--- src/rtl/seg_scan_mux.sv ---
// rtl/seg_scan_mux.sv - time-multiplexed seven-segment scanner with blanking, brightness and frame snapshot
//
// Purpose:
//   Scans DIGITS segment patterns onto one segment bus with one-cold active-low
//   digit enables. Each slot lasts PRESCALE cycles. The first BLANK cycles of a
//   slot are dark to suppress ghosting. The remaining on-time is scaled by
//   `bright` in STEP-cycle increments. Patterns are sampled once per frame
//   into frame_buf, so upstream updates never tear a displayed frame.
//
// Ports:
//   clk        - system clock, rising edge
//   nrst       - asynchronous active-low reset
//   en         - scan enable
//   bright     - brightness, 0 = off, 15 = full on-time
//   seg_bus    - packed patterns, digit i = seg_bus[8*i +: 8]
//   seg_out    - registered segment bus (a..g,dp), active-high
//   an_out     - registered digit enables, active-low one-cold
//   digit_idx  - slot currently being scanned
//   frame_tick - one-cycle pulse as the scan wraps to digit 0

module seg_scan_mux #(
  parameter  int DIGITS   = 8,
  parameter  int PRESCALE = 50000,
  parameter  int BLANK    = 64,
  localparam int IW       = (DIGITS > 1) ? $clog2(DIGITS) : 1
) (
  input  logic                  clk,
  input  logic                  nrst,
  input  logic                  en,
  input  logic [3:0]            bright,
  input  logic [8*DIGITS-1:0]   seg_bus,
  output logic [7:0]            seg_out,
  output logic [DIGITS-1:0]     an_out,
  output logic [IW-1:0]         digit_idx,
  output logic                  frame_tick
);

  localparam int CW   = $clog2(PRESCALE);
  localparam int STEP = (PRESCALE - BLANK) / 16;
  // BLANK + 15*STEP is always below PRESCALE; one spare bit keeps the
  // threshold arithmetic clear of overflow.
  localparam int TW   = $clog2(PRESCALE + 1) + 1;

  localparam logic [CW-1:0] CNT_LAST  = CW'(PRESCALE - 1);
  localparam logic [IW-1:0] IDX_LAST  = IW'(DIGITS - 1);
  localparam logic [TW-1:0] BLANK_W   = TW'(BLANK);
  localparam logic [TW-1:0] STEP_W    = TW'(STEP);

  logic [CW-1:0]         cnt;
  logic [8*DIGITS-1:0]   frame_buf;
  logic                  en_d;

  logic                  slot_end;
  logic                  last_digit;
  logic                  frame_end;
  logic                  en_rise;
  logic                  on;
  logic [TW-1:0]         cnt_ext;
  logic [TW-1:0]         thresh;
  logic [7:0]            cur_pat;
  logic [DIGITS-1:0]     cur_an;

  // slot_end is gated by en so the cycle in which en falls cannot advance the scan.
  assign slot_end   = en && (cnt == CNT_LAST);
  assign last_digit = (digit_idx == IDX_LAST);
  assign frame_end  = slot_end && last_digit;
  assign en_rise    = en && !en_d;

  assign cnt_ext = TW'(cnt);
  assign thresh  = BLANK_W + TW'(bright) * STEP_W;

  // Full brightness ignores the threshold so the slot stays lit to its last cycle.
  assign on = en && (cnt_ext >= BLANK_W) && ((bright == 4'hF) || (cnt_ext < thresh));

  assign cur_pat = frame_buf[{digit_idx, 3'b000} +: 8];
  assign cur_an  = ~(DIGITS'(1) << digit_idx);

  // Prescaler and slot index
  always_ff @(posedge clk or negedge nrst) begin
    if (!nrst) begin
      cnt       <= '0;
      digit_idx <= '0;
    end else if (!en) begin
      cnt       <= '0;
      digit_idx <= '0;
    end else if (slot_end) begin
      cnt       <= '0;
      digit_idx <= last_digit ? '0 : digit_idx + 1'b1;
    end else begin
      cnt       <= cnt + 1'b1;
    end
  end

  // Frame snapshot: loads when scanning starts and at each frame boundary only.
  always_ff @(posedge clk or negedge nrst) begin
    if (!nrst) begin
      frame_buf <= '0;
    end else if (en_rise || frame_end) begin
      frame_buf <= seg_bus;
    end
  end

  always_ff @(posedge clk or negedge nrst) begin
    if (!nrst) begin
      en_d <= 1'b0;
    end else begin
      en_d <= en;
    end
  end

  // Output register: one cycle behind (cnt, digit_idx). Segments are forced
  // to zero whenever every digit is off.
  always_ff @(posedge clk or negedge nrst) begin
    if (!nrst) begin
      seg_out    <= 8'h00;
      an_out     <= '1;
      frame_tick <= 1'b0;
    end else begin
      frame_tick <= frame_end;
      if (on) begin
        seg_out <= cur_pat;
        an_out  <= cur_an;
      end else begin
        seg_out <= 8'h00;
        an_out  <= '1;
      end
    end
  end

endmodule

--- config.mk ---
export PLATFORM = sky130hd
export DESIGN_NAME = seg_scan_mux
export DESIGN_NICKNAME = d
export VERILOG_FILES = /design/src/rtl/seg_scan_mux.sv
export SDC_FILE = /design/constraint.sdc
export NUM_CORES = 1
export LEC_CHECK = 0
export ABC_CLOCK_PERIOD_IN_PS = 2390
export BUFFER_PORTS_ARGS = -buffer_cell sky130_fd_sc_hd__buf_4
export CORE_MARGIN = 2
export CORE_UTILIZATION = 51
export DETAILED_ROUTE_END_ITERATION = 7
export GPL_ROUTABILITY_DRIVEN = 1
export PLACE_DENSITY = 0.76
export SLEW_MARGIN = 10
export SYNTH_ARGS = -nofsm -noshare
export SYNTH_HDL_FRONTEND = slang
export SYNTH_SLANG_ARGS = --single-unit
--- constraint.sdc ---
create_clock -name clk -period 2.39 [get_ports clk]
set_clock_uncertainty 0.05 [all_clocks]
set_input_delay 0 -clock clk [delete_from_list [all_inputs] [get_ports clk]]
set_output_delay 0 -clock clk [all_outputs]
set_load 0.01 [all_outputs]
Word-level counts from Yosys, hierarchy flattened. Index checks and enable logic that the tools add are counted.

Bits in registers: 101. Bits in latches: 0. RAM bits: 0. Memory bits (read-only): 0. Input bits: 71. Output and inout port bits: 20. Logic and storage cells: 35. Memories: 0.

Add/sub/neg operators: 3. Multipliers: 1. Divide/modulo/power cells: 0. Magnitude comparators: 2. Equal/unequal tests: 4. Shifts and indexed selects: 2. Multiplexer cells: 7. Bitwise operators: 1. Reductions and logical operators: 8.

Operator list (count): $shiftx A64 B7 Y8 (1); $mux W16 (2); $add A7 B16 Y17 const A (1); $lt A16 B17 Y1 (1); $add A16 B1 Y16 const B (1); $eq A16 B16 Y1 const B (1); $ge A16 B7 Y1 const B (1); $mul A4 B12 Y16 const B (1); $mux W8 (2); $mux W3 (3); $not A8 Y8 (1); $shl A1 B3 Y8 const A (1); $logic_and A1 B1 Y1 (5); $eq A4 B4 Y1 const B (1); $add A3 B1 Y3 const B (1); $eq A3 B3 Y1 const B (1); $logic_or A1 B1 Y1 (2); $ne A2 B1 Y1 const B (1); $logic_not A1 Y1 (1).

Logic depth before layout (Yosys ltp). Gate-level depths: netlist of run 1.

Word-level depth: 6. Gate-level depth with buffers: 17. Mapped depth without buffers: 16.

Worst setup path after synthesis of run 1. OpenSTA, ideal clock, no wires.

Path kind: input port to flip-flop. From: in bright[2]. To: reg an_out[4]. Library setup time: 88 ps. Arrival time: 3421 ps. Data required time: 2252 ps. Setup slack: -1169 ps. Stages on the path: 15. Path buffers: 1. Cells stage by stage: inv_1 > ha_1 > xnor2_1 > ha_1 > ha_1 > a221o_1 > a41oi_1 > xor2_1 > ha_1 > a21oi_1 > o211ai_1 > a2111o_1 > o2111a_1 > clkbuf_1 > or3_1.

Cells in the longest elaborated chain, start to end: 6. Elaborated cells on any way between the ends: 7. Those cells by class: 1 x add/sub; 1 x mul; 1 x order compare; 1 x eq/ne; 1 x mux; 2 x reduce/logical.

Ends and longest elaborated chain: from (decl) (line 30) `input logic [3:0] bright,`; $mul A4 B12 Y16 (line 70) `assign thresh = BLANK_W + TW'(bright) * STEP_W;`; $add A7 B16 Y17 (line 70); $lt A16 B17 Y1 (line 73) `assign on = en && (cnt_ext >= BLANK_W) && ((bright == 4'hF) || (cnt_ext < thresh));`; $logic_or A1 B1 Y1 (*) (line 73); $logic_and A1 B1 Y1 (*) (line 73); $mux W8 (*) (line 120) `if (on) begin`; to (signal assigned) (line 122) `an_out <= cur_an;`; to (decl) (line 33) `output logic [DIGITS-1:0] an_out,`.

Every way passes the cells marked *; elsewhere a longest branch is shown, timed or not. A chain may end at the register's enable or synchronous reset.

Final worst setup path of run 1. Same ends and word-level chain as after synthesis.

==> results of run 1 <==
[timing repair]
item,CTS,global route
hold buffers,66,0
endpoints found under the hold margin,146,0
buffers inserted,1,2
resized for setup,13,14
pin swaps,4,8
endpoints found under the setup margin,16,16
[cell usage after synthesis (all sizes together) (2+ instances only)]
| library cell | n | share of area [%] |
|---|---|---|
| nand4 | 7 | 0.92 |
| o2111ai | 2 | 0.32 |
| inv | 19 | 1.3 |
| nor2 | 20 | 1.5 |
| a211oi | 2 | 0.28 |
| and3 | 6 | 0.69 |
| xnor2 | 7 | 1.1 |
| xor2 | 15 | 2.4 |
| nor3 | 9 | 0.83 |
| mux2 | 64 | 17 |
| or4 | 2 | 0.34 |
| and4 | 3 | 0.48 |
| nand2 | 17 | 1.2 |
| nor2b | 3 | 0.34 |
| dfrtp | 93 | 43 |
| nand3 | 12 | 1.1 |
| mux4 | 16 | 6.6 |
| clkbuf | 6 | 0.41 |
| buf | 8 | 1.4 |
| o21ai | 4 | 0.37 |
| a21oi | 7 | 0.64 |
| dfstp | 8 | 3.9 |
| mux2i | 8 | 1.5 |
| or3 | 3 | 0.34 |
| and2 | 3 | 0.34 |
| ha | 39 | 9.0 |
| o211ai | 2 | 0.28 |
[power groups by stage]
stage | clock (mW) | sequential, mW | combinational [mW]
after global routing | 1.13 | 2.00 | 0.917
after global placement | 0 | 1.99 | 0.691
after floorplan | 0 | 1.97 | 0.471
after CTS | 1.06 | 1.97 | 0.810
after detailed placement | 0 | 2.00 | 0.713
final | 1.03 | 1.99 | 0.853
[registers in the layout, summed over array words and instances (netlist names)]
name / count
frame_buf: 64
digit_idx: 3
en_d: 1
an_out: 8
cnt: 16
frame_tick: 1
seg_out: 8
[layer usage]
metal	part of all wire (%)	track usage, %
met1	39	30.4
met2	52	43.8
met3	6.3	6.42
met4	2.7	9.98
met5	0	0
[stage by stage]
stage	TNS (ns)	hold WS, ns	setup slack, ns	instance area, um2	util (%)
detailed placement	-15.57	-0.0347	-1.05	6590	63.5
floorplan	-9.59	-0.346	-0.799	5510	-
global placement	-13.97	-0.0379	-0.951	6590	63.5
global route	-10.80	0.141	-0.766	7610	73.4
CTS	-8.04	0.0964	-0.609	7500	72.3
finish	-9.25	0.0902	-0.629	7610	73.4
[kinds of logic (layout without fill, tap and decap cells)]
| family | count (synthesis) | in the layout | synth area share (%) |
|---|---|---|---|
| compound gates | 27 | 27 | 3.63 |
| xor+xnor | 22 | 22 | 3.54 |
| fa+ha+maj | 40 | 40 | 9.32 |
| buf+inv | 33 | 233 | 3.15 |
| flops | 101 | 101 | 46.6 |
| mux | 88 | 88 | 25.4 |
| simple gates | 87 | 87 | 8.36 |
[final timing paths]
kind | start | endpoint | slack, ns | depth (start not counted)
min | nrst | cnt[0] | 0.09 | 2
min reg2reg | frame_buf[51] | frame_buf[51] | 0.46 | 1
min in group clk | en | en_d | 0.32 | 2
max in group asynchronous | nrst | an_out[2] | 1.41 | 3
max | bright[2] | an_out[4] | -0.63 | 17
max reg2reg | cnt[12] | frame_buf[46] | 0.09 | 6
[critical path, stage by stage]
cell and delay [ns]:
buf_12 0.09, inv_12 0.03, ha_4 0.25, xnor2_4 0.15, ha_4 0.28, ha_4 0.13
inv_2 0.03, fa_2 0.35, a211oi_2 0.24, nand2_1 0.10, xor2_1 0.15, ha_2 0.18
a21oi_2 0.16, o211ai_1 0.11, a2111o_1 0.32, o2111a_2 0.30, or3_1 0.38
[cell type report]
| class | instances | share of cell area (%) |
|---|---|---|
| tap | 136 | 2.24 |
| clock buffer | 10 | 1.68 |
| clock inverter | 6 | 0.707 |
| inverter | 19 | 1.10 |
| multi-input combinational | 264 | 38.5 |
| sequential | 101 | 33.3 |
| timing repair buffer | 198 | 22.5 |
==> results.ini, run 1 <==
[clocking]
clock-sinks = 101
cts_made_buffers = 9
cts_tree = done
worstSkewPairLatency_ns = 0.38
clk_pin_slew_ns = 0.10
cts_root_buf = clkbuf_8
cts_buffer_depth = 2
htreeDepth = 3

[layout]
area_delta_synth_final_pct = 39.7
fin_cells = 734
layout_common_cells = buf_4, dfrtp_1, dlygate4sd3_1
multi_input_area_um2 = 2930
layout-drive-gt1-share_pct = 44.0
nFillCells = 645
nets = 704
final_common_cell = buf_4
diodes = 0
regArea_um2 = 2540

[critical_path]
crit_type = primary input to register
cp.required_ns = 2.63
cp_max_fo = 4
cp_data_arrival_time_ns = 3.26
crit_path_end_kind = register
cp-start-kind = primary input

[synthesis]
async_reset_ff_share_pct = 100
synth_edf_count = 0
yosysUniqueCellTypes = 45
syn_area_per_cell_um2 = 13.7
syn-num-nets = 509
syn_area_um2 = 5450
synth_ff_type = dfrtp_1
seq_area_frac_synth_pct = 46.6
yosysWarnings = 0
ys_ff_latch = 101
syn_inst = 398

[power_and_ir_drop]
combPwrFrac_pct = 22.0
peakVddDrop_uv = 396
p_switching_mw = 1.05
p_sw_share_pct = 27.2
powerDensity_nw_per_um2 = 509
p_leak_nw = 3.66
pwr-share-clk_pct = 26.7
internal_power_mw = 2.82
power.total_mw = 3.87
pwr-share-seq_pct = 51.3

[die]
rows = 37
die_y_um = 107
die_area_um2 = 11500
ios = 91
coreArea_um2 = 10400
initial_utilization_pct = 52.5
die_w_um = 107

[global_route]
grt_overflow_total = 0
grt_pass1_vias = 4303
track_usage_pct = 25.4
grt_max_degree = 43
grt_antenna_before_repair = 0
grt_first_pass_wirelength_mm = 22.0

[run_status]
status = finished with violations
violations = setup timing

[placed_design]
port_buffers = 90
placed_cells = 649
hpwl_mm = 8.88
gp_congestion = 0.913

[timing]
relSlewSlack_pct = 61.7
rsz0062_at_grt = true
setup_viol = 16
tightest_slew_ns = 0.575
timing.final.crit_share_pct = 126
fmax_mhz = 331
finalCriticalPeriod_ns = 3.02
finalHoldViolations = 0
fin_ws_ns = -0.629
drv_slew = 0

[flow_run]
maxCapViolCount = 0

[detailed_routing]
wire_per_inst_um = 18.9
routed_wl_mm = 13.9
dr.pass1.iters = 4
ant_nets = 0
drcViolationCount = 0
drt_iter0_drc = 287
via_per_inst = 5.40
vias = 3961

[worst_hold_path]
hold_path.class = primary input to async pin

No activity file was read; power rests on OpenSTA's default activity.
==> inputs of run 2 (changes only) <==
--- a/config.mk
+++ b/config.mk
@@ -8,10 +8,10 @@
 export ABC_CLOCK_PERIOD_IN_PS = 2390
 export BUFFER_PORTS_ARGS = -buffer_cell sky130_fd_sc_hd__buf_4
 export CORE_MARGIN = 2
-export CORE_UTILIZATION = 51
+export CORE_UTILIZATION = 43
 export DETAILED_ROUTE_END_ITERATION = 7
 export GPL_ROUTABILITY_DRIVEN = 1
-export PLACE_DENSITY = 0.76
+export PLACE_DENSITY = 0.66
 export SLEW_MARGIN = 10
 export SYNTH_ARGS = -nofsm -noshare
 export SYNTH_HDL_FRONTEND = slang
==> run 2 against run 1 <==
- the flow still finishes with violations (setup timing)
- die area grew 18%
- total power grew 14%
- clock power grew 54%
- critical endpoint is now an_out[6]
- combinational power shrank 0.5%
- register-to-register slack gained 0.09 ns
- routed wire length shrank 8.1%
- setup slack lost 0.019 ns
==> results.ini, run 2 (synthesis gave the netlist of run 1 again) <==
[layout]
layout-drive-gt1-share_pct = 44.1
top_register = frame_buf
final_common_cell = buf_4
fin_util_pct = 62.3
diodes = 0
reg.largest.list = frame_buf: 64 flops, cnt: 16 flops
largest_reg_flops = 64
layout_common_cells = buf_4, dfrtp_1, dlygate4sd3_1
final_area_um2 = 7800
nFillCells = 955
fin_cells = 769
nets = 704
area_delta_synth_final_pct = 43.1

[global_route]
grt_max_degree = 55
grt_overflow_total = 0
grt_pass1_vias = 4068
grt_first_pass_wirelength_mm = 20.9
grt_antenna_before_repair = 0
track_usage_pct = 20.4

[detailed_routing]
drt_iter0_drc = 143
vias = 3832
wire_per_inst_um = 16.6
dr.pass1.iters = 4
ant_nets = 0
via_per_inst = 4.98
drcViolationCount = 0
routed_wl_mm = 12.8

[timing]
fin_ws_ns = -0.648
finalCriticalPeriod_ns = 3.04
tightest_slew_ns = 0.733
setup_viol = 16
holdWs_ns = 0.217
relSlewSlack_pct = 51.1
timing.final.crit_share_pct = 127
setup_tns_ns = -9.65
fmax_mhz = 329
finalHoldViolations = 0
rsz0062_at_grt = true
drv_slew = 0

[placed_design]
hpwl_mm = 8.71
placed_cells = 681
port_buffers = 90
gp_congestion = 0.834
place_area_um2 = 6620

[power_and_ir_drop]
p_leak_nw = 3.74
peakVddDrop_uv = 416
powerDensity_nw_per_um2 = 565

[die]
die_w_um = 117
coreArea_um2 = 12500
die_area_um2 = 13600
die_y_um = 117
rows = 41
initial_utilization_pct = 43.5
ios = 91

[critical_path]
crit_start = bright[2]
cp_slowest_cell = a221o_1
cp-start-kind = primary input
cp_data_arrival_time_ns = 3.26
crit_path_end_kind = register
cp.buffers_inverters = 2
crit_path_frequent_cell = ha_4
cp.required_ns = 2.61
max_stage_delay_ns = 0.39
crit_type = primary input to register
cp_max_fo = 3
critPathTopFamily = compound AO/OA/AOI/OAI gates
r2r-start = cnt[6]
worstPathCellList = buf_12, inv_12, ha_4, xnor2_4, ha_4, ha_4, a221o_1, a41oi_2, xor2_1, ha_1, a21oi_2, o211ai_1, a2111o_1, o2111a_1, or3_1

[worst_hold_path]
hold_path.class = primary input to async pin

[flow_run]
maxCapViolCount = 0

[clocking]
cts_root_buf = clkbuf_16
htreeDepth = 3
cts_made_buffers = 9
clk_pin_slew_ns = 0.07
worstSkewPairLatency_ns = 0.35
cts_tree = done
clock-sinks = 101
cts_buffer_depth = 2

[run_status]
violations = setup timing
status = finished with violations

## run 2: layout make-up
cell class,count,area (um2),share of cell area (%)
multi-input combinational,264,2920,37.4
sequential,101,2540,32.5
timing repair buffer,198,1730,22.1
clock buffer,9,225,2.89
tap,172,215,2.76
clock inverter,6,93.8,1.20
inverter,19,83.8,1.07
## run 2: worst reg2reg max path, stage by stage, from the launching register on
cell and delay [ns]:
dfrtp_1 0.48, ha_1 0.36, o211ai_1 0.17, o211ai_1 0.10, a2111o_1 0.38, o2111a_1 0.29, or3_1 0.32
## run 2: timing repair
item / 4_1_cts / 5_1_grt
endpoints found under the setup margin: 16 / 16
hold buffers: 66 / 0
resized for setup: 12 / 14
endpoints found under the hold margin: 117 / 0
pin swaps: 5 / 21
setup buffers: 5 / 2
## run 2: power by group
group          leakage [nW]  switching (mW)  internal, mW
registers              1.24          0.0984          1.87
logic                  2.35           0.295         0.554
clock network         0.158           0.662         0.925
## run 2: path summary, 6_finish.rpt
path	to	slack (ns)	cells after the start
max	an_out[6]	-0.65	15
min	frame_buf[59]	0.22	2
max reg2reg	an_out[6]	0.18	6
min reg2reg	frame_buf[23]	0.46	1
max in group asynchronous	frame_buf[54]	1.39	3
min in group clk	en_d	0.34	2
## run 2: per-stage QoR
step           power (mW)  worst slack [ns]
2_1_floorplan        2.44            -0.799
5_1_grt              4.62            -0.780
6_report             4.41            -0.648
4_1_cts              4.43            -0.577
3_5_place_dp         2.72             -1.04
3_3_place_gp         2.69            -0.945
## run 2: routing by layer
metal	share of wire [%]	wire length (um)	vias to the layer above	track usage, %
met3	4.8	610	16	5.24
met5	0	0	-	0
met2	51	6550	77	34.3
li1	-	-	1823	-
met1	42	5390	1916	26.1
met4	1.6	206	0	5.96
